$ cat src/rtl/key_uart_pkg.sv
// Shared types and constants for the keyboard UART transmit path.
// Holds the serializer state encoding and the frame lengths in bit periods.
// Also provides a helper that picks the frame length for a given parity setting.
package key_uart_pkg;

  typedef enum logic [2:0] {
    IDLE   = 3'd0,
    START  = 3'd1,
    DATA   = 3'd2,
    PARITY = 3'd3,
    STOP   = 3'd4
  } state_t;

  localparam int FRAME_BITS_8N1 = 10;
  localparam int FRAME_BITS_8E1 = 11;

  function automatic int frame_bits(input bit parity);
    return parity ? FRAME_BITS_8E1 : FRAME_BITS_8N1;
  endfunction

endpackage

$ cat src/rtl/key_fifo.sv
// Purpose: parameterized synchronous FIFO with occupancy count, full and empty flags.
// Latency: a pushed word is visible on pop_data the edge after the push; pop_data shows the head combinationally.
// Backpressure: push is ignored while full and pop is ignored while empty; callers gate with full/empty.
// Ports: clk, resetn (async active-low), push/push_data, pop/pop_data, count (0..DEPTH), full, empty.
module key_fifo #(
  parameter int DEPTH = 8,
  parameter int W     = 8,
  localparam int AW   = $clog2(DEPTH)
) (
  input  logic          clk,
  input  logic          resetn,
  input  logic          push,
  input  logic [W-1:0]  push_data,
  input  logic          pop,
  output logic [W-1:0]  pop_data,
  output logic [AW:0]   count,
  output logic          full,
  output logic          empty
);

  logic [W-1:0]  mem [DEPTH];
  logic [AW-1:0] wr_ptr;
  logic [AW-1:0] rd_ptr;
  logic          do_push;
  logic          do_pop;

  assign full     = (count == (AW+1)'(DEPTH));
  assign empty    = (count == '0);
  assign do_push  = push && !full;
  assign do_pop   = pop && !empty;
  assign pop_data = mem[rd_ptr];

  // Storage carries no reset; validity is tracked entirely by count.
  always_ff @(posedge clk) begin
    if (do_push) mem[wr_ptr] <= push_data;
  end

  // DEPTH is a power of two, so the pointers wrap naturally.
  always_ff @(posedge clk or negedge resetn) begin
    if (!resetn) begin
      wr_ptr <= '0;
      rd_ptr <= '0;
      count  <= '0;
    end else begin
      if (do_push) wr_ptr <= wr_ptr + AW'(1);
      if (do_pop)  rd_ptr <= rd_ptr + AW'(1);
      case ({do_push, do_pop})
        2'b10:   count <= count + (AW+1)'(1);
        2'b01:   count <= count - (AW+1)'(1);
        default: count <= count;
      endcase
    end
  end

endmodule

$ cat src/rtl/key_uart_tx.sv
// Purpose: buffers ASCII strobes in a small FIFO and serializes them LSB first on tx (8N1, or 8E1 with KEY_UART_PARITY_EN).
// Latency: byte accepted at edge k into an idle, empty path drives the start bit from edge k+1; a frame lasts FRAME_BITS*DIV cycles.
// Backpressure: in_ready drops when the FIFO is full; strobes refused while full are counted in drop_cnt (saturating at 255).
// Ports: clk, resetn (async active-low), in_data/in_valid/in_ready, tx (registered, idle high), busy, fifo_cnt, drop_cnt.
// Build option: define KEY_UART_PARITY_EN to add an even-parity bit between the data bits and the stop bit.
module key_uart_tx
  import key_uart_pkg::*;
#(
  parameter int CLK_HZ     = 50000000,
  parameter int BAUD       = 115200,
  parameter int FIFO_DEPTH = 8,
  localparam int AW        = $clog2(FIFO_DEPTH)
) (
  input  logic          clk,
  input  logic          resetn,
  input  logic [7:0]    in_data,
  input  logic          in_valid,
  output logic          in_ready,
  output logic          tx,
  output logic          busy,
  output logic [AW:0]   fifo_cnt,
  output logic [7:0]    drop_cnt
);

  localparam int DIV = CLK_HZ / BAUD;
  localparam int BW  = $clog2(DIV);
  localparam logic [BW-1:0] BAUD_LAST = BW'(DIV - 1);

`ifdef KEY_UART_PARITY_EN
  localparam bit     PARITY_ON  = 1'b1;
  localparam state_t AFTER_DATA = PARITY;
`else
  localparam bit     PARITY_ON  = 1'b0;
  localparam state_t AFTER_DATA = STOP;
`endif
  localparam int FRAME_BITS = frame_bits(PARITY_ON);
  localparam int DATA_BITS  = FRAME_BITS - 2 - int'(PARITY_ON);

  state_t          state_q, state_d;
  logic [BW-1:0]   baud_q, baud_d;
  logic [2:0]      bit_q, bit_d;
  logic [7:0]      shift_q, shift_d;
  logic            tx_q, tx_d;
  logic [7:0]      drop_q;
  logic            bit_end;

  logic            fifo_pop;
  logic [7:0]      fifo_head;
  logic            fifo_full;
  logic            fifo_empty;

`ifdef KEY_UART_PARITY_EN
  logic            par_q, par_d;
`endif

  key_fifo #(
    .DEPTH (FIFO_DEPTH),
    .W     (8)
  ) u_fifo (
    .clk       (clk),
    .resetn    (resetn),
    .push      (in_valid && in_ready),
    .push_data (in_data),
    .pop       (fifo_pop),
    .pop_data  (fifo_head),
    .count     (fifo_cnt),
    .full      (fifo_full),
    .empty     (fifo_empty)
  );

  assign in_ready = !fifo_full;
  assign busy     = (state_q != IDLE) || !fifo_empty;
  assign tx       = tx_q;
  assign drop_cnt = drop_q;
  assign bit_end  = (baud_q == BAUD_LAST);

  // State register; tx is registered together with the state so the line
  // changes on the same edge the FSM moves.
  always_ff @(posedge clk or negedge resetn) begin
    if (!resetn) begin
      state_q <= IDLE;
      baud_q  <= '0;
      bit_q   <= '0;
      shift_q <= '0;
      tx_q    <= 1'b1;
    end else begin
      state_q <= state_d;
      baud_q  <= baud_d;
      bit_q   <= bit_d;
      shift_q <= shift_d;
      tx_q    <= tx_d;
    end
  end

`ifdef KEY_UART_PARITY_EN
  always_ff @(posedge clk or negedge resetn) begin
    if (!resetn) par_q <= 1'b0;
    else         par_q <= par_d;
  end
`endif

  // Next-state logic. The baud counter restarts on every state entry.
  always_comb begin
    state_d = state_q;
    baud_d  = baud_q + BW'(1);
    bit_d   = bit_q;
    shift_d = shift_q;
`ifdef KEY_UART_PARITY_EN
    par_d   = par_q;
`endif
    case (state_q)
      IDLE: begin
        baud_d = '0;
        if (!fifo_empty) begin
          state_d = START;
          shift_d = fifo_head;
`ifdef KEY_UART_PARITY_EN
          par_d   = ^fifo_head;
`endif
        end
      end
      START: begin
        if (bit_end) begin
          state_d = DATA;
          baud_d  = '0;
          bit_d   = '0;
        end
      end
      DATA: begin
        if (bit_end) begin
          baud_d  = '0;
          shift_d = {1'b0, shift_q[7:1]};
          if (bit_q == 3'(DATA_BITS - 1)) state_d = AFTER_DATA;
          else                            bit_d   = bit_q + 3'd1;
        end
      end
`ifdef KEY_UART_PARITY_EN
      PARITY: begin
        if (bit_end) begin
          state_d = STOP;
          baud_d  = '0;
        end
      end
`endif
      STOP: begin
        if (bit_end) begin
          state_d = IDLE;
          baud_d  = '0;
        end
      end
      default: begin
        state_d = IDLE;
        baud_d  = '0;
      end
    endcase
  end

  // Outputs: the pop coincides with leaving IDLE; tx is the line level for
  // the state being entered.
  always_comb begin
    fifo_pop = (state_q == IDLE) && !fifo_empty;
    tx_d     = 1'b1;
    case (state_d)
      START:  tx_d = 1'b0;
      DATA:   tx_d = shift_d[0];
`ifdef KEY_UART_PARITY_EN
      PARITY: tx_d = par_d;
`endif
      default: tx_d = 1'b1;
    endcase
  end

  always_ff @(posedge clk or negedge resetn) begin
    if (!resetn) begin
      drop_q <= '0;
    end else if (in_valid && !in_ready && (drop_q != 8'hFF)) begin
      drop_q <= drop_q + 8'd1;
    end
  end

endmodule

$ cat config.mk
export PLATFORM = sky130hd
export DESIGN_NAME = key_uart_tx
export DESIGN_NICKNAME = d
export VERILOG_FILES = /design/src/rtl/key_uart_pkg.sv /design/src/rtl/key_fifo.sv /design/src/rtl/key_uart_tx.sv
export SDC_FILE = /design/constraint.sdc
export NUM_CORES = 1
export LEC_CHECK = 0
export ABC_AREA = 1
export CAP_MARGIN = 20
export CORE_ASPECT_RATIO = 1.5
export CORE_UTILIZATION = 30
export CTS_CLUSTER_DIAMETER = 100
export DETAILED_ROUTE_END_ITERATION = 12
export GPL_ROUTABILITY_DRIVEN = 1
export HOLD_SLACK_MARGIN = 0.1
export PLACE_DENSITY_LB_ADDON = 0.12
export SLEW_MARGIN = 20
export SYNTH_ARGS = -nofsm -noshare
export SYNTH_HDL_FRONTEND = slang
export SYNTH_HIERARCHICAL = 1
export SYNTH_SLANG_ARGS = --single-unit
$ cat constraint.sdc
create_clock -name clk -period 2.5 [get_ports clk]
set_input_delay 0.625 -clock clk [delete_from_list [all_inputs] [get_ports clk]]
set_output_delay 0.625 -clock clk [all_outputs]
set_load 0.005 [all_outputs]
==> summary.md <==
| Metric | Value |
|---|---|
| Pins over their slew limit | `0` |
| Crit end category | `output port` |
| Total core area | `16,700 µm²` |
| Clock Pin Slew Worst Setup and Hold Paths | `70 ps` |
| Root buffer cell | `clkbuf_16` |
| Startpoint type of the worst setup path | `register` |
| Flop-to-flop setup slack | `280 ps` |
| Number of distinct library cells after synthesis | `38` |
| Diodes inserted | `0` |
| DIE AREA | `17,500 µm²` |
| Initial antenna violation count | `0` |
| Worst-path cell chain | `nor2_2, nand3_1, inv_1, nand3_1, clkdlybuf4s50_1` |
| DRC | `0` |
| Register Area | `2980 µm²` |
| Number of routed nets with antenna violations | `0` |
| Detailed Route WL | `10.4 mm` |
| Final setup vio count | `0` |
| RSZ-0062 raised after global routing | `false` |
| Clock sink count | `around 110` |
| Arr. time, crit path | `1680 ps` |
| I/O pin cnt | `26` |
| R2r endpoint | `u_fifo/count[2]$_DFFE_PN0P_` |
| Initial Utilization | `30.6%` |
| Min Tclk post-route | `between 2000 and 2500 ps` |
| Gp weighted congestion | `0.747` |
| Vias in the first global route | `3,531` |
| Hold Violations, Final | `0` |
| Power per cell area | `1020 nW/µm²` |
| Status | `complete, no violations` |
| Synthesized flop and latch total | `106` |
| Post-synth top flop | `edfxtp_1` |
| Post-synth EDFFs | `64` |
| Largest net degree at the start of global routing | `35` |
| Leakage power | `about 2.7 nW` |
| CP max stage delay | `460 ps` |
| Max-slew headroom | `between 50% and 60%` |
| CP most frequent cell | `nand3_1` |
| Bufs on Longest Clock Path | `2` |
| Grt total ovfl | `0` |
| Fin nets | `630` |
| Fin crit share | `92.1%` |
| H-tree lvl count | `3` |
| Avg Cell Area, Syn | `9.07 µm²` |
| Global-route wire length before repair | `roughly 18 mm` |
| Vias per cell | `roughly 4.3` |
| Number of setup buffers added after CTS | `0` |
| Reg-to-Reg Start | `u_fifo/count[2]$_DFFE_PN0P_` |
| Setup Skew | `8.43 ps` |
| Syn Std Cell Area | `5100 µm²` |
| Synth warn | `6` |
| Die height | `162 µm` |
| Synth top area cells | `edfxtp_1 38%, dfrtp_1 20%, nand2_1 14%` |
| Cell taking the most area after synthesis | `edfxtp_1` |
| CP max FO | `2` |
| Max VDD drop | `0.448 mV` |
| Min-Delay Path Class | `input pin to async pin` |
| Fill cells | `1,721` |
| Critical path class | `register to output port` |
| DPL Wire Length | `7.49 mm` |
| Per-cell routed wire length | `12.6 µm` |
| Top-area cell type share of the netlist area | `37.7%` |
| Die Wd | `approximately 110 µm` |
| FFs w/ async S/R, synth | `39.6%` |
| Slowest-stage cell, CP | `clkdlybuf4s50_1` |
| Worst path required time | `roughly 1900 ps` |
| DR iter-0 viols | `113` |
| Multi-input logic area | `1760 µm²` |
| MaxCap Viol Count | `0` |
| Share of cells above drive strength 1 | `10.9%` |
| Area grow syn2layout | `17.5%` |
| Num rows | `58` |
| Post-DP Area | `5690 µm²` |
| Hold Slack | `~260 ps` |
| Worst slew pin tran | `673 ps` |
| FF-to-FF path depth | `13` |
| TritonCTS clock tree | `done` |
| Total GRT Usage | `13.3%` |
| Inserted Clock Buffers | `9` |
| Router iterations before antenna repair | `4` |
| IO buf count | `25` |
| Final instance area | `6000 µm²` |
| Via count | `between 3,000 and 4,000` |
| Synthesized Nets | `585` |
| Clock latency on the worst-skew pair | `about 350 ps` |
| Seq/Total Area, Yosys | `58.3%` |
| Syn Inst Count | `~560` |
| FMAX | `0.434 GHz` |
==> cells in the mapped netlist, types with 2 or more instances <==
cell and count:
xor2_1 6, nand3_2 4, nor2_1 87, nand2_2 6, dfrtp_1 41, nand2_1 189, xnor2_1 7, a21oi_1 3
inv_1 69, inv_2 2, nand3_1 21, nor3b_2 2, buf_6 4, edfxtp_1 64, buf_2 5, nor3_1 10
nor2_2 3, buf_4 2, o21ai_0 6, o21ai_1 5, ha_1 10
==> metal layers <==
layer / global-route usage, % / vias to the layer above / part of all wire [%]
met5: 0 / - / 0
met4: 4.98 / 0 / 1.8
met3: 2.77 / 13 / 2.3
met2: 22.9 / 35 / 51
met1: 16.1 / 1635 / 45
li1: - / 1849 / -
==> power by group <==
part           switching, W  total [W]  internal, W
registers          0.000325    0.00258      0.00226
clock network      0.000651    0.00144     0.000788
logic               0.00123    0.00212     0.000891
total               0.00220    0.00614      0.00394
==> what timing repair did <==
| action | in CTS | in global routing |
|---|---|---|
| resized for setup | 0 | 1 |
| hold buffers | 0 | 0 |
| hold endpoints to repair | 0 | 0 |
| endpoints found under the setup margin | 0 | 1 |
==> area by class of cell <==
| class | instances | share of cell area, % |
|---|---|---|
| timing repair buffer | 46 | 6.93 |
| tap | 210 | 4.38 |
| clock inverter | 6 | 1.21 |
| clock buffer | 10 | 3.82 |
| multi-input combinational | 372 | 29.4 |
| sequential | 106 | 49.6 |
| inverter | 73 | 4.67 |
==> critical path: cells and delay by family (launching register included) <==
family / cells / cell delay, ps
flip-flops: 1 / 390
AND/OR/NAND/NOR: 3 / 390
buffers and inverters: 2 / 550
==> flip-flops by register name, summed over array words and instances (netlist names) <==
signal	flops
u_fifo/mem	64
baud_q	9
drop_cnt	8
shift_q	8
u_fifo/count	4
bit_q	3
state_q	3
u_fifo/rd_ptr	3
u_fifo/wr_ptr	3
tx	1
==> cells in the final DEF, fill, tap and decap left out, types with 2 or more instances in the layout <==
master,netlist,final
clkinv_4,1,3
clkbuf_16,0,9
nor3_1,10,10
nor2_2,3,4
nor2_1,87,86
o21ai_1,5,5
nand3_2,4,4
inv_2,2,2
dfrtp_1,41,40
inv_6,0,2
edfxtp_1,64,64
buf_4,2,20
nand3_1,21,21
a21oi_1,3,3
inv_1,69,69
ha_1,10,10
nand2_1,189,189
nand2_2,6,6
xor2_1,6,6
o21ai_0,6,6
xnor2_1,7,7
clkdlybuf4s50_1,0,24
nor3b_2,2,2
==> how the worst max path moves through the flow <==
stage	from	to	slack, ps	cells after the start
global route	u_fifo/count[1]$_DFFE_PN0P_	u_fifo/count[3]$_DFFE_PN0P_	60	14
CTS	u_fifo/count[1]$_DFFE_PN0P_	busy	100	5
floorplan	u_fifo/count[1]$_DFFE_PN0P_	u_fifo/count[3]$_DFFE_PN0P_	240	14
finish	u_fifo/count[1]$_DFFE_PN0P_	busy	200	5
detailed placement	in_valid	u_fifo/count[3]$_DFFE_PN0P_	-90	11
global placement	in_valid	u_fifo/count[3]$_DFFE_PN0P_	-80	11
==> through the flow <==
step	power (W)	setup TNS (ps)	worst slack, ps	util, %	instances
final	0.00614	0	197	35.9	823
after global routing	0.00669	0	55.8	35.9	823
after CTS	0.00625	0	100	35.9	823
after detailed placement	0.00478	-166	-91.7	34.1	807
after global placement	0.00475	-75.8	-75.8	34.1	807
after floorplan	0.00405	0	236	-	563
==> logic make-up after synthesis <==
| logic type | share of synthesized area [%] |
|---|---|
| flip-flops | 58.3 |
| AO/OA/AOI/OAI | 2.13 |
| AND/OR/NAND/NOR | 27.3 |
| buffers and inverters | 7.23 |
| adder cells (fa/ha/maj) | 2.84 |
| XOR/XNOR | 2.23 |
Note: power is estimated with default switching activity, not from simulation.
